### src/rtl/arcade_inputs.sv
// Player-input front end: merges PS/2 keys, USB and UserIO pads into per-player control words,
// stretches coin pulses and shadows DIP/game-index bytes from ioctl. Define AUTOFIRE_EN to build autofire.
module arcade_inputs #(
    parameter int          PLAYERS      = 2,
    parameter int          DIP_BYTES    = 8,
    parameter logic [15:0] COIN_HOLD    = 16'd4800,
    parameter logic [15:0] AUTOFIRE_DIV = 16'd3200
) (
    input  logic                   clk,
    input  logic                   reset,
    input  logic [10:0]            ps2_key,
    input  logic [PLAYERS*10-1:0]  joy_usb,
    input  logic [PLAYERS*10-1:0]  joy_ext,
    input  logic [2:0]             ext_count,
    input  logic [PLAYERS-1:0]     autofire_en,
    input  logic                   ioctl_wr,
    input  logic [7:0]             ioctl_index,
    input  logic [24:0]            ioctl_addr,
    input  logic [7:0]             ioctl_data,
    output logic [PLAYERS*10-1:0]  player_out,
    output logic                   pause,
    output logic [DIP_BYTES*8-1:0] dip,
    output logic [3:0]             game_index
);

    logic                  old_tog_reg;
    logic                  tog_event;
    logic [9:0]            key0_reg;
    logic [9:0]            key0_next;
    logic [9:0]            key1_reg;
    logic [9:0]            key1_next;
    logic [2:0]            ext_lim;
    logic [PLAYERS*10-1:0] out_next;
    logic [PLAYERS-1:0]    pause_bits;
    logic [PLAYERS*10-1:0] player_out_reg;
    logic                  pause_reg;
    logic [3:0]            game_index_reg;

    // Every toggle change is one key event, so back-to-back events are applied in order.
    always_comb begin
        key0_next = key0_reg;
        key1_next = key1_reg;
        tog_event = (ps2_key[10] != old_tog_reg);
        if (tog_event) begin
            case (ps2_key[7:0])
                8'h74: key0_next[0] = ps2_key[9];
                8'h6B: key0_next[1] = ps2_key[9];
                8'h72: key0_next[2] = ps2_key[9];
                8'h75: key0_next[3] = ps2_key[9];
                8'h14: key0_next[4] = ps2_key[9];
                8'h11: key0_next[5] = ps2_key[9];
                8'h29: key0_next[6] = ps2_key[9];
                8'h16: key0_next[7] = ps2_key[9];
                8'h2E: key0_next[8] = ps2_key[9];
                8'h4D: key0_next[9] = ps2_key[9];
                8'h34: key1_next[0] = ps2_key[9];
                8'h23: key1_next[1] = ps2_key[9];
                8'h2B: key1_next[2] = ps2_key[9];
                8'h2D: key1_next[3] = ps2_key[9];
                8'h1C: key1_next[4] = ps2_key[9];
                8'h1B: key1_next[5] = ps2_key[9];
                8'h15: key1_next[6] = ps2_key[9];
                8'h1E: key1_next[7] = ps2_key[9];
                8'h36: key1_next[8] = ps2_key[9];
                default: ;
            endcase
        end
    end

    always_ff @(posedge clk) begin
        if (reset) begin
            old_tog_reg <= 1'b0;
            key0_reg    <= '0;
            key1_reg    <= '0;
        end else begin
            old_tog_reg <= ps2_key[10];
            key0_reg    <= key0_next;
            key1_reg    <= key1_next;
        end
    end

    assign ext_lim = (ext_count > 3'(PLAYERS)) ? 3'(PLAYERS) : ext_count;

`ifdef AUTOFIRE_EN
    logic [15:0] af_cnt_reg;
    logic        af_phase_reg;

    // Phase starts high so a fresh press is seen on the very next output edge.
    always_ff @(posedge clk) begin
        if (reset) begin
            af_cnt_reg   <= '0;
            af_phase_reg <= 1'b1;
        end else if (af_cnt_reg >= AUTOFIRE_DIV - 16'd1) begin
            af_cnt_reg   <= '0;
            af_phase_reg <= ~af_phase_reg;
        end else begin
            af_cnt_reg   <= af_cnt_reg + 16'd1;
        end
    end

    logic unused_bits;
    assign unused_bits = ps2_key[8];
`else
    logic unused_bits;
    assign unused_bits = ^{ps2_key[8], autofire_en, AUTOFIRE_DIV};
`endif

    genvar gi;
    generate
        for (gi = 0; gi < PLAYERS; gi++) begin : g_player
            logic [9:0]  key_word;
            logic [9:0]  pad_word;
            logic [9:0]  raw_word;
            logic [9:0]  word_next;
            logic        coin_prev_reg;
            logic        coin_rise;
            logic [15:0] coin_cnt_reg;
            logic [15:0] coin_cnt_next;
            logic        b1_out;

            if (gi == 0) begin : g_key0
                assign key_word = key0_reg;
            end else if (gi == 1) begin : g_key1
                assign key_word = key1_reg;
            end else begin : g_nokey
                assign key_word = '0;
            end

            // UserIO pads take the lowest player slots, USB pads fill the rest in order.
            always_comb begin
                pad_word = joy_usb[gi*10 +: 10];
                if (int'(ext_lim) > gi) begin
                    pad_word = joy_ext[gi*10 +: 10];
                end else begin
                    for (int j = 0; j < PLAYERS; j++) begin
                        if (j + int'(ext_lim) == gi) begin
                            pad_word = joy_usb[j*10 +: 10];
                        end
                    end
                end
            end

            assign raw_word  = key_word | pad_word;
            assign coin_rise = raw_word[8] & ~coin_prev_reg;

            always_comb begin
                if (coin_rise) begin
                    coin_cnt_next = COIN_HOLD;
                end else if (coin_cnt_reg != 16'd0) begin
                    coin_cnt_next = coin_cnt_reg - 16'd1;
                end else begin
                    coin_cnt_next = 16'd0;
                end
            end

`ifdef AUTOFIRE_EN
            assign b1_out = autofire_en[gi] ? (raw_word[4] & af_phase_reg) : raw_word[4];
`else
            assign b1_out = raw_word[4];
`endif

            // Using the next count keeps a one-clock pulse high for exactly COIN_HOLD output clocks.
            assign word_next = {raw_word[9], raw_word[8] | (coin_cnt_next != 16'd0),
                                raw_word[7:5], b1_out, raw_word[3:0]};
            assign out_next[gi*10 +: 10] = word_next;
            assign pause_bits[gi]        = word_next[9];

            always_ff @(posedge clk) begin
                if (reset) begin
                    coin_prev_reg <= 1'b0;
                    coin_cnt_reg  <= '0;
                end else begin
                    coin_prev_reg <= raw_word[8];
                    coin_cnt_reg  <= coin_cnt_next;
                end
            end
        end
    endgenerate

    always_ff @(posedge clk) begin
        if (reset) begin
            player_out_reg <= '0;
            pause_reg      <= 1'b0;
        end else begin
            player_out_reg <= out_next;
            pause_reg      <= |pause_bits;
        end
    end

    assign player_out = player_out_reg;
    assign pause      = pause_reg;

    // Loader state survives core resets; flops power up at 0 on the target fabric.
    always_ff @(posedge clk) begin
        if (ioctl_wr && ioctl_index == 8'd1) begin
            game_index_reg <= ioctl_data[3:0];
        end
    end
    assign game_index = game_index_reg;

    generate
        for (gi = 0; gi < DIP_BYTES; gi++) begin : g_dip
            logic [7:0] dip_byte_reg;

            always_ff @(posedge clk) begin
                if (ioctl_wr && ioctl_index == 8'd254 && ioctl_addr == 25'(gi)) begin
                    dip_byte_reg <= ioctl_data;
                end
            end
            assign dip[gi*8 +: 8] = dip_byte_reg;
        end
    endgenerate

endmodule

### config.mk
export PLATFORM = sky130hd
export DESIGN_NAME = arcade_inputs
export DESIGN_NICKNAME = d
export VERILOG_FILES = /design/src/rtl/arcade_inputs.sv
export SDC_FILE = /design/constraint.sdc
export NUM_CORES = 1
export LEC_CHECK = 0
export ABC_AREA = 1
export BUFFER_PORTS_ARGS = -buffer_cell sky130_fd_sc_hd__buf_2
export CAP_MARGIN = 15
export CORE_MARGIN = 2
export CORE_UTILIZATION = 30
export CTS_CLUSTER_DIAMETER = 120
export DETAILED_ROUTE_END_ITERATION = 8
export PLACE_DENSITY = 0.6
export SLEW_MARGIN = 20
export SYNTH_ARGS = -nofsm -noshare
export SYNTH_HDL_FRONTEND = slang
export SYNTH_SLANG_ARGS = --single-unit
### constraint.sdc
create_clock -name clk -period 2 [get_ports clk]
set_input_delay 0.4 -clock clk [delete_from_list [all_inputs] [get_ports clk]]
set_output_delay 0.4 -clock clk [all_outputs]
set_load 0.01 [all_outputs]
==> key figures <==
Worst hold path
  – Hold crit path type: primary input to flip-flop

CTS
  – Clock Tree Root: clkbuf_16
  – H-tree levels: 4
  – Clk sinks: 143
  – Hold_buf cts: 0
  – Clock Latency Late Sink: 0.41 ns
  – CTS tree: done
  – Num CTS Buffers: 17
  – Max Buffers Root-to-Sink: 2
  – Clk slew on worst S/H paths: ~0.06 ns
  – Post-CTS Setup Bufs: 0
  – Number of gates resized after CTS: 0

Logic synthesis
  – Count leader, synth: nand2_1
  – Post-Syn Area per Cell: 8.68 sq um
  – Syn nets: 818
  – Count of cell types in the netlist: 35
  – Dominant cells by area after synthesis: edfxtp_1 33%, dfxtp_1 24%, nand2_1 9.5%
  – Mapped Area: 6200 sq um
  – Post-synthesis sequential area ratio: 57.2%
  – Post-synth EDFFs: 68
  – #FFs+latches synth: ~140
  – Synth Flop Type: dfxtp_1
  – Synth Warn #: 0
  – Synth top area share: between 30 and 40%
  – Mapped Cells: 714
  – Async set-reset flop share out of synthesis: 0%
  – Commonest cells post-synth: 156 x nand2_1, 89 x inv_1, 84 x nor2_1
  – Area leader, netlist: edfxtp_1

Critical path
  – CP Max Fanout: 4
  – WP data arrival: 2.05 ns
  – Setup crit start kind: flip-flop
  – Critical path capture point type: flip-flop
  – Worst path required time: 2.28 ns
  – Critical path class: flip-flop to flip-flop

Detailed routing
  – First DRT Iteration DRCs: 190
  – DR vias: 5360
  – Drt total wl: between 15000 and 20000 microns
  – DR DRC count: 0
  – Router iterations before antenna repair: 4
  – Per-cell routed wire length: 12.6 microns
  – Vias per cell: ~4.4
  – ANT nets after route: 0

Die
  – Area of the core: between 20000 and 25000 sq um
  – Row count: between 50 and 60
  – Chip height: 148 microns
  – Die Area: ~22000 sq um
  – Die W: 148 microns
  – Initial Utilization: 30.6%
  – Num ports: 189

Global route
  – GRT Util Overall: 13.9%
  – Gr ovfl total: 0
  – Global-route wire length before repair: roughly 24000 microns
  – Vias in the first global route: slightly above 5000
  – Largest net degree at the start of global routing: 50
  – Number of antenna violations at the first check in global routing: 0

Timing
  – Slew margin rel.: between 60% and 70%
  – RSZ-0062 raised after global routing: no
  – Clock Skew: 0.00573 ns
  – Final Max Tran Viols: 0
  – Worst Max-Slew Pin Slew: 0.563 ns
  – Period utilisation layout: 88.7%
  – Fin Hold WS: 0.216 ns
  – Hold Vio Cnt, Final: 0
  – Final setup fails: 0
  – Max Clock Freq: between 0.5 and 0.6 GHz
  – Tmin final: ~1.8 ns

Placement
  – Area after DPL: 7570 sq um
  – Gpl congestion: ~0.85
  – Post-DP HPWL: 11500 microns
  – PortBufs: 185

Layout
  – Area grow syn2layout: 32.0%
  – Nets: 1030
  – Max FFs per register: 64
  – Share of cells above drive strength 1: 28.7%
  – Design area: 8180 sq um
  – Antenna fix cells: 0

Power
  – Max rail drop VDD: ~630 uV
  – Power Dens Cells: about 1100 nW/um^2
  – Leak Pwr: 3.65 nW

Outcome
  – Outcome: completed

Run
  – MaxCap Viol Count: 0
-- critical path, cell delays in order, from the launching register on --
cell and delay [ns]:
dfxtp_1 0.32, inv_1 0.08, ha_1 0.21, nand2_1 0.14, nor2_1 0.25, nand3_1 0.11, nand3_1 0.12, nand3_1 0.08
nor2_1 0.12, nand3_1 0.07, nor2_1 0.10, nor2_1 0.04
-- kinds of logic (layout without fill, tap and decap cells) --
group | after synthesis | count (layout) | share of synthesized area (%)
compound gates | 80 | 80 | 6.85
xor+xnor | 7 | 7 | 0.990
fa+ha+maj | 4 | 4 | 0.808
buf+inv | 108 | 332 | 7.03
flops | 143 | 143 | 57.2
simple gates | 372 | 372 | 27.1
-- routing by layer --
layer / up-vias / share of wire (%) / wire (microns) / track usage (%)
li1: 2781 / - / - / -
met1: 2369 / 44 / 6640 / 16.8
met2: 201 / 46 / 7000 / 23.6
met3: 9 / 9.2 / 1400 / 4.94
met4: 0 / 0.97 / 148 / 4.13
met5: - / 0 / 0 / 0
-- cells in the final DEF (no fill, tap or decap), drive strengths merged, types with 2 or more instances in the layout --
master | synthesis | final
clkinvlp | 0 | 2
o21bai | 4 | 4
clkinv | 0 | 4
o21ai | 21 | 21
nand2 | 164 | 164
xor2 | 6 | 6
bufinv | 0 | 3
nand3b | 4 | 4
dfxtp | 75 | 75
nor2 | 93 | 93
nor3 | 25 | 25
a21oi | 47 | 47
nand3 | 65 | 65
inv | 92 | 97
a31oi | 8 | 8
ha | 4 | 4
edfxtp | 68 | 68
buf | 5 | 209
nand4 | 7 | 7
nor4 | 10 | 10
clkbuf | 11 | 17
-- report_power, final --
| part | internal, mW | switching [mW] | total [mW] |
|---|---|---|---|
| Sequential | 3.24 | 0.143 | 3.39 |
| Clock | 1.98 | 1.23 | 3.21 |
| Combinational | 0.723 | 1.29 | 2.01 |
| Total | 5.95 | 2.67 | 8.61 |
-- through the flow --
stage               setup slack, ns  TNS [ns]  std cells  power, mW  utilization, %
floorplan                    -0.142     -4.42        714       4.91               -
global placement            -0.0281    -0.273       1177       5.44            37.4
detailed placement          -0.0179    -0.139       1177       5.44            37.4
CTS                           0.197         0       1208       8.71            40.4
global route                 0.0354         0       1208       9.18            40.4
finish                        0.226         0       1208       8.61            40.4
-- cell type report --
| class | count | area [sq um] |
|---|---|---|
| Clock buffer | 17 | 425 |
| Tap cell | 270 | 338 |
| Inverter | 92 | 345 |
| Multi-Input combinational cell | 463 | 2240 |
| Fill cell | 2009 | 12100 |
| Timing Repair Buffer | 209 | 1110 |
| Clock inverter | 14 | 183 |
| Sequential cell | 143 | 3540 |
-- final timing paths --
kind,from,to,slack [ns],cells after the start
worst max-delay path,g_player[1].coin_cnt_reg[0],player_out[18],0.23,11
worst min-delay path,ps2_key[10],old_tog_reg,0.22,3
worst max register to register,g_player[1].coin_cnt_reg[0],player_out[18],0.23,11
worst min register to register,g_player[0].key_word[6],g_player[0].key_word[6],0.46,2
Power figures use the tool's default switching activity.
